==> config.mk <==
export PLATFORM = sky130hd
export DESIGN_NAME = repacker_1_to_4_flat
export DESIGN_NICKNAME = d
export VERILOG_FILES = /design/src/rtl/repacker_1_to_4_if.sv /design/src/rtl/repacker_1_to_4.sv /design/src/flat_wrapper.sv
export SDC_FILE = /design/constraint.sdc
export NUM_CORES = 1
export LEC_CHECK = 0
export ABC_AREA = 1
export CAP_MARGIN = 25
export CORE_AREA = 2 2 115 117
export CTS_CLUSTER_SIZE = 8
export DETAILED_ROUTE_END_ITERATION = 10
export DIE_AREA = 0 0 117 119
export GPL_TIMING_DRIVEN = 0
export PLACE_DENSITY_LB_ADDON = 0.3
export SYNTH_ARGS = -nofsm -noshare
export SYNTH_HDL_FRONTEND = slang
export SYNTH_SLANG_ARGS = --single-unit
==> constraint.sdc <==
create_clock -name clk -period 3.4 [get_ports clk]
set_input_delay 0.34 -clock clk [delete_from_list [all_inputs] [get_ports clk]]
set_output_delay 0.34 -clock clk [all_outputs]
set_load 0.05 [all_outputs]
==> src/rtl/repacker_1_to_4_if.sv <==
// Byte-in / word-out bus bundle for the 1-to-4 repacker.
// master = byte producer and word consumer side, slave = the repacker itself.
interface repacker_1_to_4_if;
    logic        src_start_rqst;
    logic        src_data_vld;
    logic [7:0]  src_input_data;
    logic        src_fin_rqst;
    logic        src_data_rdy;
    logic        sink_word_avail;
    logic        sink_data_rqst;
    logic [31:0] sink_output_data;
    logic [3:0]  sink_output_strb;
    logic        sink_start_rqst;
    logic        sink_fin_rqst;

    modport master (
        output src_start_rqst, src_data_vld, src_input_data, src_fin_rqst,
        input  src_data_rdy,
        input  sink_word_avail, sink_output_data, sink_output_strb,
        input  sink_start_rqst, sink_fin_rqst,
        output sink_data_rqst
    );

    modport slave (
        input  src_start_rqst, src_data_vld, src_input_data, src_fin_rqst,
        output src_data_rdy,
        output sink_word_avail, sink_output_data, sink_output_strb,
        output sink_start_rqst, sink_fin_rqst,
        input  sink_data_rqst
    );
endinterface

==> src/rtl/repacker_1_to_4.sv <==
// Collects a framed byte stream into 32-bit words with strobes and start/fin flags,
// buffered in a small show-ahead FIFO toward the word-wide packet buffer.
module repacker_1_to_4 #(
    parameter int FIFO_DEPTH = 2
) (
    input  logic              clk,
    input  logic              rst,
    repacker_1_to_4_if.slave  bus
);
    localparam int PTR_W   = (FIFO_DEPTH > 1) ? $clog2(FIFO_DEPTH) : 1;
    localparam int CNT_W   = $clog2(FIFO_DEPTH + 1);
    localparam int ENTRY_W = 38;

    logic [31:0] asm_data;
    logic [3:0]  asm_strb;
    logic [1:0]  byte_counter;
    logic        asm_start;

    logic [31:0] base_data, cur_data, nxt_data;
    logic [3:0]  base_strb, cur_strb, nxt_strb;
    logic [1:0]  base_cnt, nxt_cnt;
    logic        base_start, nxt_start;
    logic        accept, push, pop, full, empty;
    logic [ENTRY_W-1:0] push_entry, head;

    logic [ENTRY_W-1:0] mem [FIFO_DEPTH];
    logic [PTR_W-1:0]   wr_ptr, rd_ptr;
    logic [CNT_W-1:0]   count;

    assign full  = (count == CNT_W'(FIFO_DEPTH));
    assign empty = (count == '0);
    assign bus.src_data_rdy = ~full;

    // Assembly stage: a start pulse restarts the word before the current byte is placed
    always_comb begin
        base_data  = asm_data;
        base_strb  = asm_strb;
        base_cnt   = byte_counter;
        base_start = asm_start;
        if (bus.src_start_rqst) begin
            base_data  = '0;
            base_strb  = '0;
            base_cnt   = '0;
            base_start = 1'b1;
        end

        cur_data = base_data;
        cur_strb = base_strb;
        for (int k = 0; k < 4; k++) begin
            if (base_cnt == 2'(k)) begin
                cur_data[8*k +: 8] = bus.src_input_data;
                cur_strb[k]        = 1'b1;
            end
        end

        accept     = bus.src_data_vld & ~full;
        push       = accept & ((base_cnt == 2'd3) | bus.src_fin_rqst);
        push_entry = {base_start, bus.src_fin_rqst, cur_strb, cur_data};

        nxt_data  = base_data;
        nxt_strb  = base_strb;
        nxt_cnt   = base_cnt;
        nxt_start = base_start;
        if (push) begin
            nxt_data  = '0;
            nxt_strb  = '0;
            nxt_cnt   = '0;
            nxt_start = 1'b0;
        end else if (accept) begin
            nxt_data = cur_data;
            nxt_strb = cur_strb;
            nxt_cnt  = base_cnt + 2'd1;
        end
    end

    always_ff @(posedge clk or posedge rst) begin
        if (rst) begin
            asm_data     <= '0;
            asm_strb     <= '0;
            byte_counter <= '0;
            asm_start    <= 1'b0;
        end else begin
            asm_data     <= nxt_data;
            asm_strb     <= nxt_strb;
            byte_counter <= nxt_cnt;
            asm_start    <= nxt_start;
        end
    end

    // Word FIFO stage: storage needs no reset since outputs are masked while empty
    assign pop = bus.sink_data_rqst & ~empty;

    always_ff @(posedge clk) begin
        if (push) mem[wr_ptr] <= push_entry;
    end

    always_ff @(posedge clk or posedge rst) begin
        if (rst) begin
            wr_ptr <= '0;
            rd_ptr <= '0;
            count  <= '0;
        end else begin
            if (push) wr_ptr <= wr_ptr + PTR_W'(1);
            if (pop)  rd_ptr <= rd_ptr + PTR_W'(1);
            if (push && !pop)      count <= count + CNT_W'(1);
            else if (pop && !push) count <= count - CNT_W'(1);
        end
    end

    assign head = empty ? '0 : mem[rd_ptr];

    assign bus.sink_word_avail  = ~empty;
    assign bus.sink_start_rqst  = head[37];
    assign bus.sink_fin_rqst    = head[36];
    assign bus.sink_output_strb = head[35:32];
    assign bus.sink_output_data = head[31:0];
endmodule

==> src/flat_wrapper.sv <==
// flat-port wrapper written by rule: the top's interface ports become plain ports
module repacker_1_to_4_flat 
#(
    parameter int FIFO_DEPTH = 2
)
  (clk, rst, bus_src_start_rqst, bus_src_data_vld, bus_src_input_data, bus_src_fin_rqst, bus_src_data_rdy, bus_sink_word_avail, bus_sink_output_data, bus_sink_output_strb, bus_sink_start_rqst, bus_sink_fin_rqst, bus_sink_data_rqst);
  repacker_1_to_4_if bus_i ();
  input  logic clk;
  input  logic rst;
  input wire logic [$bits(bus_i.src_start_rqst)-1:0] bus_src_start_rqst;
  input wire logic [$bits(bus_i.src_data_vld)-1:0] bus_src_data_vld;
  input wire logic [$bits(bus_i.src_input_data)-1:0] bus_src_input_data;
  input wire logic [$bits(bus_i.src_fin_rqst)-1:0] bus_src_fin_rqst;
  output wire logic [$bits(bus_i.src_data_rdy)-1:0] bus_src_data_rdy;
  output wire logic [$bits(bus_i.sink_word_avail)-1:0] bus_sink_word_avail;
  output wire logic [$bits(bus_i.sink_output_data)-1:0] bus_sink_output_data;
  output wire logic [$bits(bus_i.sink_output_strb)-1:0] bus_sink_output_strb;
  output wire logic [$bits(bus_i.sink_start_rqst)-1:0] bus_sink_start_rqst;
  output wire logic [$bits(bus_i.sink_fin_rqst)-1:0] bus_sink_fin_rqst;
  input wire logic [$bits(bus_i.sink_data_rqst)-1:0] bus_sink_data_rqst;
  assign bus_i.src_start_rqst = bus_src_start_rqst;
  assign bus_i.src_data_vld = bus_src_data_vld;
  assign bus_i.src_input_data = bus_src_input_data;
  assign bus_i.src_fin_rqst = bus_src_fin_rqst;
  assign bus_src_data_rdy = bus_i.src_data_rdy;
  assign bus_sink_word_avail = bus_i.sink_word_avail;
  assign bus_sink_output_data = bus_i.sink_output_data;
  assign bus_sink_output_strb = bus_i.sink_output_strb;
  assign bus_sink_start_rqst = bus_i.sink_start_rqst;
  assign bus_sink_fin_rqst = bus_i.sink_fin_rqst;
  assign bus_i.sink_data_rqst = bus_sink_data_rqst;
  repacker_1_to_4 #(.FIFO_DEPTH(FIFO_DEPTH)) u_core (.clk(clk), .rst(rst), .bus(bus_i));
endmodule
# Yosys cells after proc, flatten, opt, wreduce, memory -nomap -nowiden
# Memories as Yosys holds them, arrays and structs flattened.
# Cells that the tools add are included.
word_totals:
  memories: 1
  ram_bits: 76
  input_bits: 14
  reg_bits: 43
classes:
  n_mux: 24
  n_addsub: 5
  reduce_logical: 7
  n_eq_ne: 4
  n_bitwise: 6
memory_table:
  columns: ["memory", "depth", "width", "read_ports", "rd_clocked_by_memory_dff", "wr", "line", "source"]
  rows:
  - ["u_core.mem", 2, 38, 1, 0, 1, "repacker_1_to_4.sv:26", "logic [ENTRY_W-1:0] mem [FIFO_DEPTH];"]
op_table:
  columns: ["op", "n"]
  rows:
  - ["32-bit two-way mux", 3]
  - ["38-bit two-way mux", 1]
  - ["8-bit two-way mux", 4]
  - ["4-bit two-way mux", 3]
  - ["2-bit two-way mux", 5]
  - ["1-bit two-way mux", 8]
  - ["2-bit == test, second input constant", 3]
  - ["2-bit by 1-bit adder with 2-bit output, second input constant", 2]
  - ["2-bit logical NOT", 2]
  - ["1-bit AND", 3]
  - ["1-bit adder, second input constant", 2]
  - ["2-bit by 1-bit == test with 1-bit output, second input constant", 1]
  - ["1-bit logical AND", 2]
  - ["1-bit logical NOT", 2]
  - ["1-bit NOT", 2]
  - ["2-bit nonzero test", 1]
  - ["2-bit by 1-bit subtractor with 2-bit output, second input constant", 1]
  - ["1-bit OR", 1]

# Depth between registers and ports, before layout
# Gate-level depths: netlist of the first run.
logic_depth:
  ltp_word: 8
  mapped_depth: 16

# Least setup slack after synthesis of the first run
# No wires, ideal clock.
synth_path:
  path_type: "input port to flip-flop"
  startpoint: "input bus_src_start_rqst"
  endpoint: "memory u_core.mem[1][0], enable pin"
  cell_stages: 11
  t_arrival_ns: 3.141
  t_required_ns: 2.966
  setup_ns: 0.434
  path_slack_ns: -0.175
  cell_sequence: "inv_2 -> buf_2 -> nand2_1 -> inv_1 -> ha_1 -> buf_6 -> inv_2 -> nand2_1 -> nand3_2 -> buf_6 -> nor2_1"
synth_between:
  elab_chain_len: 6
synth_lines:
  columns: ["item", "line", "source"]
  rows:
  - ["from (decl)", "flat_wrapper.sv:10", "input wire logic [$bits(bus_i.src_start_rqst)-1:0] bus_src_start_rqst;"]
  - ["2-bit two-way mux", "repacker_1_to_4.sv:40", "if (bus.src_start_rqst) begin"]
  - ["2-bit == test", "repacker_1_to_4.sv:57", "push = accept & ((base_cnt == 2'd3) | bus.src_fin_rqst);"]
  - ["1-bit OR", "repacker_1_to_4.sv:57", null]
  - ["1-bit AND", "repacker_1_to_4.sv:57", null]
  - ["1-bit two-way mux", "repacker_1_to_4.sv:94", "if (push) mem[wr_ptr] <= push_entry;"]
  - ["1-bit two-way mux (implied by the code)", "repacker_1_to_4.sv:94", null]
  - ["to (decl)", "repacker_1_to_4.sv:26", null]
# No other way between the ends.

# Worst setup path after layout of the first run
layout_path:
  startpoint: "input bus_src_start_rqst"
  endpoint: "memory u_core.mem[0][24], enable pin"
# The elaborated chain is that of the path after synthesis.

==> impl_metrics.ini, run 1 <==
[clock_tree]
ctsHoldBuffers = 0
clk_latency_ns = 0.41
ctsResizeCount = 0
tritoncts = yes
cts_htree_levels = 4
clkSinkCount = 119
root_buffer = clkbuf_16
post-cts-setup-buffer-count = 0
clkSlewWorstSetupHoldPaths_ns = 0.05
cts_inserted_buffers = 17
cts_max_path_buffers = 2

[finish]
stdcell_area_um2 = 6823
diodes = 0
layout-area-overhead-vs-synth_pct = 25.85
layout.nets = 683
drive_gt1_share_pct = 9.749
final-instance-count-excl-fill = 853

[die]
floorplan.initialDensity_pct = 42.11
num_rows = 42
design.die.area_um2 = 13920
ios = 54
die_h_um = 119
core_area_um2 = 12870
floorplan.die.width_um = 117

[timing]
hold_violations = 0
maxClockFrequency_ghz = 0.3265
period_needed_ns = 3.063
finalSetupTns_ns = 0
worst-slew-pin-transition_ns = 0.8519
maxSlewHeadroom_pct = 43.12
report.final.slew_viol_count = 0
clock_skew_ns = 0.007433
grt_setup_unrepaired = false
final-setup-viol-count = 0
post-route-period-util_pct = 90.10

[global_routing]
first_pass_grt_wire_length_um = 20980
first_global_vias = 4175
antenna_found_initial = 0
overflow_after_grt = 0
globalRouteTotalUtil_pct = 20.03
grt_max_degree = 39

[critical_path]
worstPathMaxFanout = 38
timing.reg2reg.setup_slack_ns = 0.77
required_time_reported_for_the_critical_path_endpoint_ns = 3.44
r2r_cells = 10
regToRegStartpoint = u_core.byte_counter[0]
reg2reg_to = u_core.mem[0][24]
timing.setup.critical_path_class = input port to register
worst_ep_arrival_time_ns = 3.10
critical_path.endpoint_type = register
critPathLaunchType = input port

[synth]
synth_ff_type = edfxtp_1
synth.top_cell.area_share_pct = 42.10
synth.yosys.seq_area_share_pct = 61.94
ys_async_sr_fraction_pct = 36.13
yosys_reg_bits = 119
synthesis.area_per_instance_um2 = 9.189
synth.top_cells.by_count = 242 x nand2_1, 76 x edfxtp_1, 55 x nor2_1
netlist_area_um2 = 5421
total_number_of_yosys_warnings = 0
yosys.area.top_type = edfxtp_1
syn-instance-count = 590
synthXorXnorAreaFrac_pct = 0.3231
synth-simple-area-share_pct = 23.61
number_of_enable_type_register_cells_in_the_synthesized_netlist = 76
synth-compound-area-share_pct = 6.462
multiplexer_fraction_of_the_synthesized_cell_area_pct = 0
syn_nets = 609
netlist-cell-type-count = 23
synth_top_family_by_area = simple AND/OR/NAND/NOR gates
synth_most_common_cell = nand2_1
synth.top_cells.by_area = edfxtp_1 42%, dfrtp_1 20%, nand2_1 17%, a21oi_1 4.6%, nor2_1 3.8%
synth-adder-area-share_pct = 1.154

[place]
dpl_cell_area_um2 = 6220
place_hpwl_um = 8765
numPortBuffers = 53
dpl.cell_count = 821
gp_weighted_congestion = 0.8671

[route]
detail_route_antenna_nets = 0
via_count = 4167
routedWlPerCell_um = 14.96
detail_route.drc_violations = 0
detail_route.vias_per_cell = 4.885
drtPass1Iterations = 5
detail_route.wirelength_um = 12760
detailedRoute.firstIterationViolations = 291

[run]
timing.max_cap.violations = 0

[run_status]
run_status = finished, final reports clean

[power]
power_uw = 6559
leakage_uw = 0.003068
power-per-cell-area_nw_per_um2 = 961.4
ir_worst_vdd_v = 0.0003729

[min_path]
tightest_hold_check_type = input port to async pin
## critical path, cell delays in order
cell and delay [ns]:
clkdlybuf4s50_1 0.44, inv_2 0.11, buf_2 0.23, nand2_1 0.15
inv_1 0.13, ha_1 0.17, buf_6 0.15, inv_2 0.12
nand2_1 0.10, nand3_2 0.25, inv_1 0.16, nand2_1 0.10
inv_2 0.63
## logic make-up (layout without fill, tap and decap cells)
logic type / after synthesis / after routing
DFF: 119 / 119
AOI/OAI and AO/OA: 64 / 64
and+or+nand+nor: 327 / 327
adders and majority gates: 5 / 5
xor gates and xnor gates: 2 / 2
buffers and inverters: 73 / 160
## per-layer routing
metal	vias to the layer above	track usage, %	part of all wire, %
li1	2050	-	-
met1	1967	25.19	42
met2	125	33.31	51
met3	25	4.682	4.8
met5	-	0	0
met4	0	7.721	2.4
## cell usage in the layout (no fill, tap or decap), drive strengths merged
master,instances
clkdlybuf4s50,53
o21ai,2
clkinvlp,3
edfxtp,76
dfrtp,43
nor2,55
clkbuf,24
inv,43
ha,5
nand3,26
nand2,244
nand4,1
xor2,1
buf,26
clkinv,8
or2,1
a21boi,12
a21oi,50
xnor2,1
bufinv,3
## state kept, by name, summed over array words and instances (netlist names)
signal               cells
u_core.count             2
u_core.asm_data         32
u_core.mem              76
u_core.byte_counter      2
u_core.rd_ptr            1
u_core.asm_strb          4
u_core.wr_ptr            1
u_core.asm_start         1
## per-stage QoR
step	util [%]	hold WS, ns	setup WS [ns]
final	52.99	0.1580	0.3368
after global routing	52.99	0.1601	0.02389
after CTS	52.99	0.1471	0.3327
after global placement	47.96	0.4612	-0.8684
after detailed placement	48.31	0.4654	-0.09814
after floorplan	-	0.4389	0.4779
## power by group
| group | total, uW | switching [uW] | internal, uW |
|---|---|---|---|
| Sequential | 1960 | 103 | 1860 |
| Combinational | 2800 | 1960 | 841 |
| Clock | 1800 | 644 | 1150 |
## cell type report
| cell class | instances | area (um^2) |
|---|---|---|
| Timing Repair Buffer | 55 | 570.5 |
| Sequential cell | 119 | 3358 |
| Tap cell | 176 | 220.2 |
| Clock buffer | 17 | 425.4 |
| Inverter | 42 | 157.7 |
| Clock inverter | 15 | 177.7 |
| Multi-Input combinational cell | 398 | 1718 |
| Fill cell | 1142 | 6052 |
| Buffer | 31 | 195.2 |
## worst max path at each step
stage,endpoint,startpoint,cells past startpoint,slack [ns]
floorplan,u_core.mem[1][0],bus_src_start_rqst,11,0.48
global placement,u_core.mem[1][21],bus_src_start_rqst,12,-0.87
detailed placement,u_core.mem[0][21],bus_src_start_rqst,13,-0.1
CTS,u_core.mem[0][15],bus_src_start_rqst,13,0.33
global route,u_core.mem[0][23],bus_src_start_rqst,13,0.02
finish,u_core.mem[0][24],bus_src_start_rqst,13,0.34
Note: power is estimated with default switching activity, not from simulation.
==> run 2: changes to the inputs <==
Settings changed: MAX_ROUTING_LAYER set to met4.
==> run 2 against run 1 <==
Effect of this change:
- sequential power barely moved
- global-route usage grew 0.55 points
- core utilization stayed put
- critical path type unchanged
- cell area unchanged
- critical endpoint is now u_core.mem[0][15]
==> impl_metrics.ini, run 2 (synthesis results as in run 1) <==
[die]
design.die.area_um2 = 13920
die_h_um = 119
floorplan.initialDensity_pct = 42.11
num_rows = 42
floorplan.die.width_um = 117
ios = 54
core_area_um2 = 12870

[global_routing]
grt_max_degree = 39
first_global_vias = 4169
antenna_found_initial = 0
globalRouteTotalUtil_pct = 20.58
first_pass_grt_wire_length_um = 20960
overflow_after_grt = 0

[route]
via_count = 4190
detailedRoute.firstIterationViolations = 266
drtPass1Iterations = 5
detail_route.wirelength_um = 12770
detail_route.drc_violations = 0
routedWlPerCell_um = 14.97
detail_route_antenna_nets = 0
detail_route.vias_per_cell = 4.912

[critical_path]
critPathLaunchType = input port
worst_ep_arrival_time_ns = 3.09
timing.reg2reg.setup_slack_ns = 0.78
required_time_reported_for_the_critical_path_endpoint_ns = 3.44
timing.setup.critical_path_class = input port to register
regToRegStartpoint = u_core.byte_counter[0]
worstPathMaxFanout = 38
reg2reg_to = u_core.mem[0][15]
critical_path.endpoint_type = register
r2r_cells = 10

[clock_tree]
clk_latency_ns = 0.42
root_buffer = clkbuf_16
post-cts-setup-buffer-count = 0
clkSinkCount = 119
ctsHoldBuffers = 0
cts_htree_levels = 4
cts_inserted_buffers = 17
cts_max_path_buffers = 2
clkSlewWorstSetupHoldPaths_ns = 0.06
tritoncts = yes
ctsResizeCount = 0

[timing]
post-route-period-util_pct = 89.61
period_needed_ns = 3.047
maxSlewHeadroom_pct = 43.55
finalSetupTns_ns = 0
clock_skew_ns = 0.007146
grt_setup_unrepaired = false
final-setup-viol-count = 0
maxClockFrequency_ghz = 0.3282
hold_violations = 0
worst-slew-pin-transition_ns = 0.8456
report.final.slew_viol_count = 0

[finish]
mostFrequentLayoutCell = nand2_1
layout.nets = 683
largest_registers = u_core.mem (76), u_core.asm_data (32), u_core.asm_strb (4)
number_of_flip_flops_in_the_largest_register = 76
layout.cells.most_common_list = 242 x nand2_1, 76 x edfxtp_1, 54 x nor2_1, 53 x clkdlybuf4s50_1, 50 x a21oi_1
max_flop_register = u_core.mem
diodes = 0
finalCoreUtilization_pct = 52.99
drive_gt1_share_pct = 9.749
layout-area-overhead-vs-synth_pct = 25.85

[power]
seqPwrFrac_pct = 29.8
ir_worst_vdd_v = 0.0003766
internal-power_uw = 3849
leakage_uw = 0.003068
pwr-share-comb_pct = 42.7
power-per-cell-area_nw_per_um2 = 961.5
pwr-share-clk_pct = 27.4
power_switching_share_pct = 41.33
net_switching_uw = 2711

[place]
gp_weighted_congestion = 0.8812
place_hpwl_um = 8765
numPortBuffers = 53

[run]
timing.max_cap.violations = 0

[min_path]
tightest_hold_check_type = input port to async pin

[run_status]
run_status = finished, final reports clean
==> run 2: cell type report <==
| type | count | area (um^2) |
|---|---|---|
| multi-input cells | 398 | 1718 |
| well taps | 176 | 220.2 |
| clock inverters | 15 | 177.7 |
| clock buffers | 17 | 425.4 |
| plain buffers | 31 | 195.2 |
| fillers | 1142 | 6052 |
| repair buffers | 55 | 570.5 |
| flip-flops and latches | 119 | 3358 |
| inverters | 42 | 157.7 |
==> run 2: worst max-delay path by stage <==
stage	from	endpoint	slack [ns]	cells past startpoint
final	bus_src_start_rqst	u_core.mem[0][15]	0.35	13
after global routing	bus_src_start_rqst	u_core.mem[0][23]	0.02	13
after CTS	bus_src_start_rqst	u_core.mem[0][15]	0.33	13
after floorplan	bus_src_start_rqst	u_core.mem[1][0]	0.48	11
after detailed placement	bus_src_start_rqst	u_core.mem[0][21]	-0.1	13
after global placement	bus_src_start_rqst	u_core.mem[1][21]	-0.87	12
==> run 2: critical path: stages <==
cell	delay, ns
clkdlybuf4s50_1	0.44
inv_2	0.11
buf_2	0.23
nand2_1	0.15
inv_1	0.13
ha_1	0.17
buf_6	0.15
inv_2	0.12
nand2_1	0.10
nand3_2	0.25
inv_1	0.16
nand2_1	0.10
inv_2	0.62
==> run 2: metrics by stage <==
| step | instance area (um^2) | hold WS [ns] | setup slack, ns | power [uW] | cells |
|---|---|---|---|---|---|
| after floorplan | 5424 | 0.4389 | 0.4779 | 3895 | 590 |
| after global placement | 6175 | 0.4612 | -0.8684 | 4722 | 819 |
| after detailed placement | 6220 | 0.4654 | -0.09814 | 4795 | 821 |
| after CTS | 6823 | 0.1471 | 0.3327 | 6601 | 853 |
| after global routing | 6823 | 0.1601 | 0.02215 | 6904 | 853 |
| final | 6823 | 0.1565 | 0.3532 | 6560 | 853 |
==> run 2: power by group through the flow <==
stage / sequential (uW) / combinational, uW / clock [uW]
after global placement: 1970 / 2750 / 0
after CTS: 1960 / 2820 / 1820
after global routing: 1990 / 3020 / 1890
after floorplan: 1960 / 1930 / 0
after detailed placement: 1980 / 2810 / 0
final: 1960 / 2800 / 1800
==> run 2: routing by layer <==
layer	vias to the layer above	GRT usage [%]	routed length, um
met5	-	-	0
met4	0	7.721	322
met3	28	4.682	587
met2	138	33.27	6516
met1	1974	25.19	5346
li1	2050	-	-
